==> src/rtl/mem_pkg.sv <==
// Shared definitions for the fetch/data memory arbiter.
//   owner_e        : who owns the read data returning next cycle
//   MEM_AW_DEFAULT : default memory word-address width
//   WORD_BYTES     : bytes per memory word
package mem_pkg;

  typedef enum logic [1:0] {
    OWN_NONE = 2'd0,
    OWN_I    = 2'd1,
    OWN_D    = 2'd2
  } owner_e;

  localparam int MEM_AW_DEFAULT = 10;
  localparam int WORD_BYTES     = 4;

endpackage

==> src/rtl/rr_arbiter2.sv <==
// Two-way round-robin arbiter with a registered last-winner pointer.
// Ports:
//   clk, reset : clock, synchronous active-high reset
//   i_req[1:0] : requests, bit 0 = fetch, bit 1 = data
//   o_gnt[1:0] : one-hot (or zero) grant, combinational from i_req/pointer/reset
module rr_arbiter2 (
  input  logic       clk,
  input  logic       reset,
  input  logic [1:0] i_req,
  output logic [1:0] o_gnt
);

  // 1 = data won the most recent granted cycle, 0 = fetch did.
  logic r_last_d;

  // Grant selection: a lone request wins; on conflict the previous loser wins.
  always_comb begin
    o_gnt = 2'b00;
    if (reset) begin
      o_gnt = 2'b00;
    end else if (i_req == 2'b11) begin
      o_gnt = r_last_d ? 2'b01 : 2'b10;
    end else begin
      o_gnt = i_req;
    end
  end

  // Pointer moves only on cycles that actually grant something.
  always_ff @(posedge clk) begin
    if (reset) begin
      r_last_d <= 1'b0;
    end else if (|o_gnt) begin
      r_last_d <= o_gnt[1];
    end else begin
      r_last_d <= r_last_d;
    end
  end

endmodule

==> src/rtl/mem_arbiter.sv <==
// Shares one single-port synchronous-read memory between the fetch port (i_*)
// and the load/store port (d_*). One access per cycle, round-robin on conflict,
// read data routed back to its owner one cycle after the grant.
// Ports:
//   clk, reset                          : clock, synchronous active-high reset
//   i_req/i_addr -> i_gnt/i_rvalid/i_rdata : fetch requester
//   d_req/d_we/d_be/d_addr/d_wdata -> d_gnt/d_rvalid/d_rdata : data requester
//   mem_en/mem_we/mem_be/mem_addr/mem_wdata, mem_rdata : memory side
module mem_arbiter
  import mem_pkg::*;
#(
  parameter int ADDR_W = 32,
  parameter int MEM_AW = MEM_AW_DEFAULT
) (
  input  logic              clk,
  input  logic              reset,
  input  logic              i_req,
  input  logic [ADDR_W-1:0] i_addr,
  output logic              i_gnt,
  output logic              i_rvalid,
  output logic [31:0]       i_rdata,
  input  logic              d_req,
  input  logic              d_we,
  input  logic [3:0]        d_be,
  input  logic [ADDR_W-1:0] d_addr,
  input  logic [31:0]       d_wdata,
  output logic              d_gnt,
  output logic              d_rvalid,
  output logic [31:0]       d_rdata,
  output logic              mem_en,
  output logic              mem_we,
  output logic [3:0]        mem_be,
  output logic [MEM_AW-1:0] mem_addr,
  output logic [31:0]       mem_wdata,
  input  logic [31:0]       mem_rdata
);

  logic [1:0] w_req;
  logic [1:0] w_gnt;
  logic       w_d_write;
  owner_e     r_owner;

  // Byte-offset bits and bits above the memory range carry no meaning here.
  logic w_unused_addr_bits;
  assign w_unused_addr_bits = ^{i_addr[ADDR_W-1:MEM_AW+2], i_addr[1:0],
                                d_addr[ADDR_W-1:MEM_AW+2], d_addr[1:0]};

  assign w_req = {d_req, i_req};

  rr_arbiter2 u_rr_arbiter2 (
    .clk   (clk),
    .reset (reset),
    .i_req (w_req),
    .o_gnt (w_gnt)
  );

  // Grants and memory drive; every memory output is held at 0 when idle.
  always_comb begin
    i_gnt     = w_gnt[0];
    d_gnt     = w_gnt[1];
    w_d_write = w_gnt[1] & d_we;
    mem_en    = |w_gnt;
    mem_we    = w_d_write;
    mem_be    = 4'b0000;
    mem_addr  = {MEM_AW{1'b0}};
    mem_wdata = 32'h0000_0000;
    if (mem_en) begin
      mem_be    = w_d_write ? d_be : 4'b1111;
      mem_addr  = w_gnt[1] ? d_addr[MEM_AW+1:2] : i_addr[MEM_AW+1:2];
      mem_wdata = d_wdata;
    end else begin
      mem_be    = 4'b0000;
      mem_addr  = {MEM_AW{1'b0}};
      mem_wdata = 32'h0000_0000;
    end
  end

  // Remember which port's read is in flight; writes produce no response.
  always_ff @(posedge clk) begin
    if (reset) begin
      r_owner <= OWN_NONE;
    end else if (w_gnt[0]) begin
      r_owner <= OWN_I;
    end else if (w_gnt[1] && !d_we) begin
      r_owner <= OWN_D;
    end else begin
      r_owner <= OWN_NONE;
    end
  end

  // Response routing; reset masks a read granted just before it was asserted.
  always_comb begin
    i_rvalid = (r_owner == OWN_I) && !reset;
    d_rvalid = (r_owner == OWN_D) && !reset;
    i_rdata  = i_rvalid ? mem_rdata : 32'h0000_0000;
    d_rdata  = d_rvalid ? mem_rdata : 32'h0000_0000;
  end

endmodule

==> config.mk <==
export PLATFORM = sky130hd
export DESIGN_NAME = mem_arbiter
export DESIGN_NICKNAME = d
export VERILOG_FILES = /design/src/rtl/mem_pkg.sv /design/src/rtl/rr_arbiter2.sv /design/src/rtl/mem_arbiter.sv
export SDC_FILE = /design/constraint.sdc
export NUM_CORES = 1
export LEC_CHECK = 0
export BUFFER_PORTS_ARGS = -buffer_cell sky130_fd_sc_hd__buf_2
export CORE_AREA = 2 2 99 101
export CTS_CLUSTER_DIAMETER = 200
export CTS_CLUSTER_SIZE = 40
export DETAILED_ROUTE_END_ITERATION = 16
export DIE_AREA = 0 0 101 103
export PLACE_DENSITY_LB_ADDON = 0.05
export SETUP_SLACK_MARGIN = 0.4
export SLEW_MARGIN = 20
export SYNTH_ARGS = -nofsm -noshare
export SYNTH_HDL_FRONTEND = slang
export SYNTH_HIERARCHICAL = 1
export SYNTH_SLANG_ARGS = --single-unit
export TNS_END_PERCENT = 20
==> constraint.sdc <==
create_clock -name clk -period 2.2 [get_ports clk]
set_input_delay 0.11 -clock clk [delete_from_list [all_inputs] [get_ports clk]]
set_output_delay 0.11 -clock clk [all_outputs]
set_load 0.005 [all_outputs]
==> impl_metrics.tcl <==
set metrics [dict create \
    setup_viol 0 \
    drc 0 \
    fp.dieH_um 103 \
    htreeDepth 1 \
    grt_pass1_wl_um 5658 \
    slew_headroom 0.8141 \
    post_synth_num_cell_types 17 \
    place_hpwl_um 3643 \
    grt_max_degree 38 \
    grt_overflow_total 0 \
    final_common_cell "buf_2" \
    io_pins 253 \
    synth-seq-area-share 0.05868 \
    worst_path_most_repeated_cell "and2_1" \
    viasPerCell 3.646 \
    die-area_mm2 0.01040 \
    antenna_cells 0 \
    synth_top_area_share 0.5562 \
    report.final.slew_viol_count 0 \
    synthesis.instances 138 \
    clockBufferDepth 2 \
    cp_max_fo 37 \
    track_usage 0.06645 \
    r2r_slack_ns 1.02 \
    worst_pin_slew_ns 0.2789 \
    crit_path_end_kind "output pin" \
    synthSimpleGateAreaFrac 0.6883 \
    final_hold_viol_count 0 \
    syn2layout_area_growth_pct 113.3 \
    fmax_mhz 606.4 \
    path_clk_slew_ns 0.03 \
    cts.sinks 3 \
    synth_seq_cells 3 \
    hp-class "input port to flip-flop" \
    root_buffer "clkbuf_8" \
    port_buffers 208 \
    rr_endpoint "r_owner[1]" \
    fin_crit_ns 1.649 \
    synth.mux.area_fraction 0 \
    outcome "complete, no violations" \
    wire_per_inst_um 9.465 \
    critPathSlowestCell "dfxtp_1" \
    setup_tns_ns 0 \
    drtAntennaViolNets 0 \
    crit_path_end "mem_wdata[6]" \
    dr.first_iter.drc_count 7 \
    syn-num-nets 275 \
    num_rows 36 \
    p_leak_nw 1.430 \
    cp.arrival_ns 1.54 \
    synth_top_family_by_area "simple AND/OR/NAND/NOR gates" \
    yosysWarnings 6 \
    drt-pass1-iter-count 3 \
    synth_xor_area_frac 0 \
    die_x_um 101 \
    cp_num_buf_inv 2 \
    clock_skew_ns 0.001062 \
    path_class "flip-flop to output pin" \
    worstPathCellList "a21oi_2, and2_1, or2_1, buf_8, and2_1, buf_2" \
    numCtsBuffers 3 \
    initial_core_util 0.1082 \
    yosys.area.top_type "and2_1" \
    timing.rr.start "u_rr_arbiter2/r_last_d" \
    clkLatencyLatePin_ns 0.21 \
    period_share 0.7496 \
    max_cap_violations 0 \
    hold_buffers 0 \
    r2r_cells 4 \
    antenna_found_initial 0 \
    path_delay_family "simple AND/OR/NAND/NOR gates" \
    mostFrequentLayoutCells "buf_2, and2_1, a22o_1" \
    grt_pass1_vias 1308 \
    routabilityCongestion 0.6379 \
    synth_area_leaders "and2_1, buf_6, a22o_1" \
    drive_gt1_frac 0.6628 \
    total_power_uw 476.1 \
    yosys.area_share.adder 0 \
    synth_area_mm2 0.001023 \
    critPathLaunchType "flip-flop" \
    cts_tree "done" \
    coreArea_mm2 0.009459 \
    synth-compound-area-share 0.1308 \
    ir_drop_mv 0.1959 \
    cpPeakStageDelay_ns 0.35 \
    nets 482 \
    crit_start "u_rr_arbiter2/r_last_d" \
    p_per_area_mw_per_mm2 218.0 \
    routed_wl_um 4335 \
    path_depth 6 \
    syn_avg_cell_area_um2 7.417 \
    num_vias 1670 \
    required_ns 2.09 \
    rsz0062_at_grt "no" \
]
[worst reg2reg max path, cell delays in order, from the launching register on]
cell	delay [ns]
dfxtp_1	0.32
a21oi_2	0.13
and2_1	0.22
buf_4	0.20
nor4b_1	0.22
[worst min-delay path by stage]
| stage | startpoint | endpoint | slack (ns) | cells past startpoint |
|---|---|---|---|---|
| 2_1_floorplan | d_we | r_owner[1] | 0.19 | 1 |
| 3_3_place_gp | d_we | r_owner[1] | 0.31 | 2 |
| 3_5_place_dp | d_we | r_owner[1] | 0.31 | 2 |
| 4_1_cts | d_we | r_owner[1] | 0.08 | 2 |
| 5_1_grt | d_we | r_owner[1] | 0.1 | 2 |
| 6_report | d_we | r_owner[1] | 0.08 | 2 |
[kinds of logic (layout without fill, tap and decap cells)]
family	after synthesis	after routing
AO/OA/AOI/OAI	16	16
buffers and inverters	13	219
flip-flops	3	3
AND/OR/NAND/NOR	106	106
[Yosys cell counts]
master,number
and2_1,91
a22o_1,10
buf_6,10
and2_2,6
o21a_1,5
dfxtp_1,3
nor2b_1,2
nor3b_4,2
a21oi_2,1
and2b_2,1
buf_2,1
clkbuf_1,1
inv_1,1
nand2_1,1
nor3b_2,1
nor4b_1,1
or2_1,1
[registers in the layout, summed over array words and instances (netlist names)]
register	flops
r_owner	2
u_rr_arbiter2/r_last_d	1
[per-stage QoR]
| stage | util | setup WS [ns] | cell area [um^2] | std cells | hold slack, ns |
|---|---|---|---|---|---|
| floorplan | - | 0.8637 | 1023 | 138 | 0.1873 |
| global placement | 0.2245 | 0.6602 | 2123 | 453 | 0.3053 |
| detailed placement | 0.2245 | 0.6794 | 2123 | 453 | 0.3083 |
| CTS | 0.2292 | 0.4301 | 2168 | 457 | 0.07935 |
| global route | 0.2308 | 0.4193 | 2183 | 458 | 0.09599 |
| finish | 0.2308 | 0.5509 | 2183 | 458 | 0.08074 |
[final cells by class]
cell class              instances  area (um^2)
multi-input cells             122        838.3
repair buffers                214         1094
well taps                     114        142.6
inverters                       1        3.754
fillers                      1071         7276
flip-flops and latches          3        60.06
clock buffers                   4        45.04
[metal layers]
layer / vias up / track usage / wire length, um
met5: - / 0 / 0
met4: 0 / 0.003119 / 0
met3: 0 / 0.02441 / 619
met2: 129 / 0.1395 / 2141
met1: 692 / 0.06416 / 1574
li1: 849 / - / -
[report_power, final]
group	switching [mW]	leakage, nW	internal, mW
clock	0.0346	0.0228	0.123
combinational	0.103	1.38	0.155
sequential	0.00233	0.0246	0.0575
[repair_timing]
action,in CTS,in global routing
setup buffers,0,1
gates resized for setup,0,2
setup endpoints to repair,0,36
No activity file was read; power rests on OpenSTA's default activity.
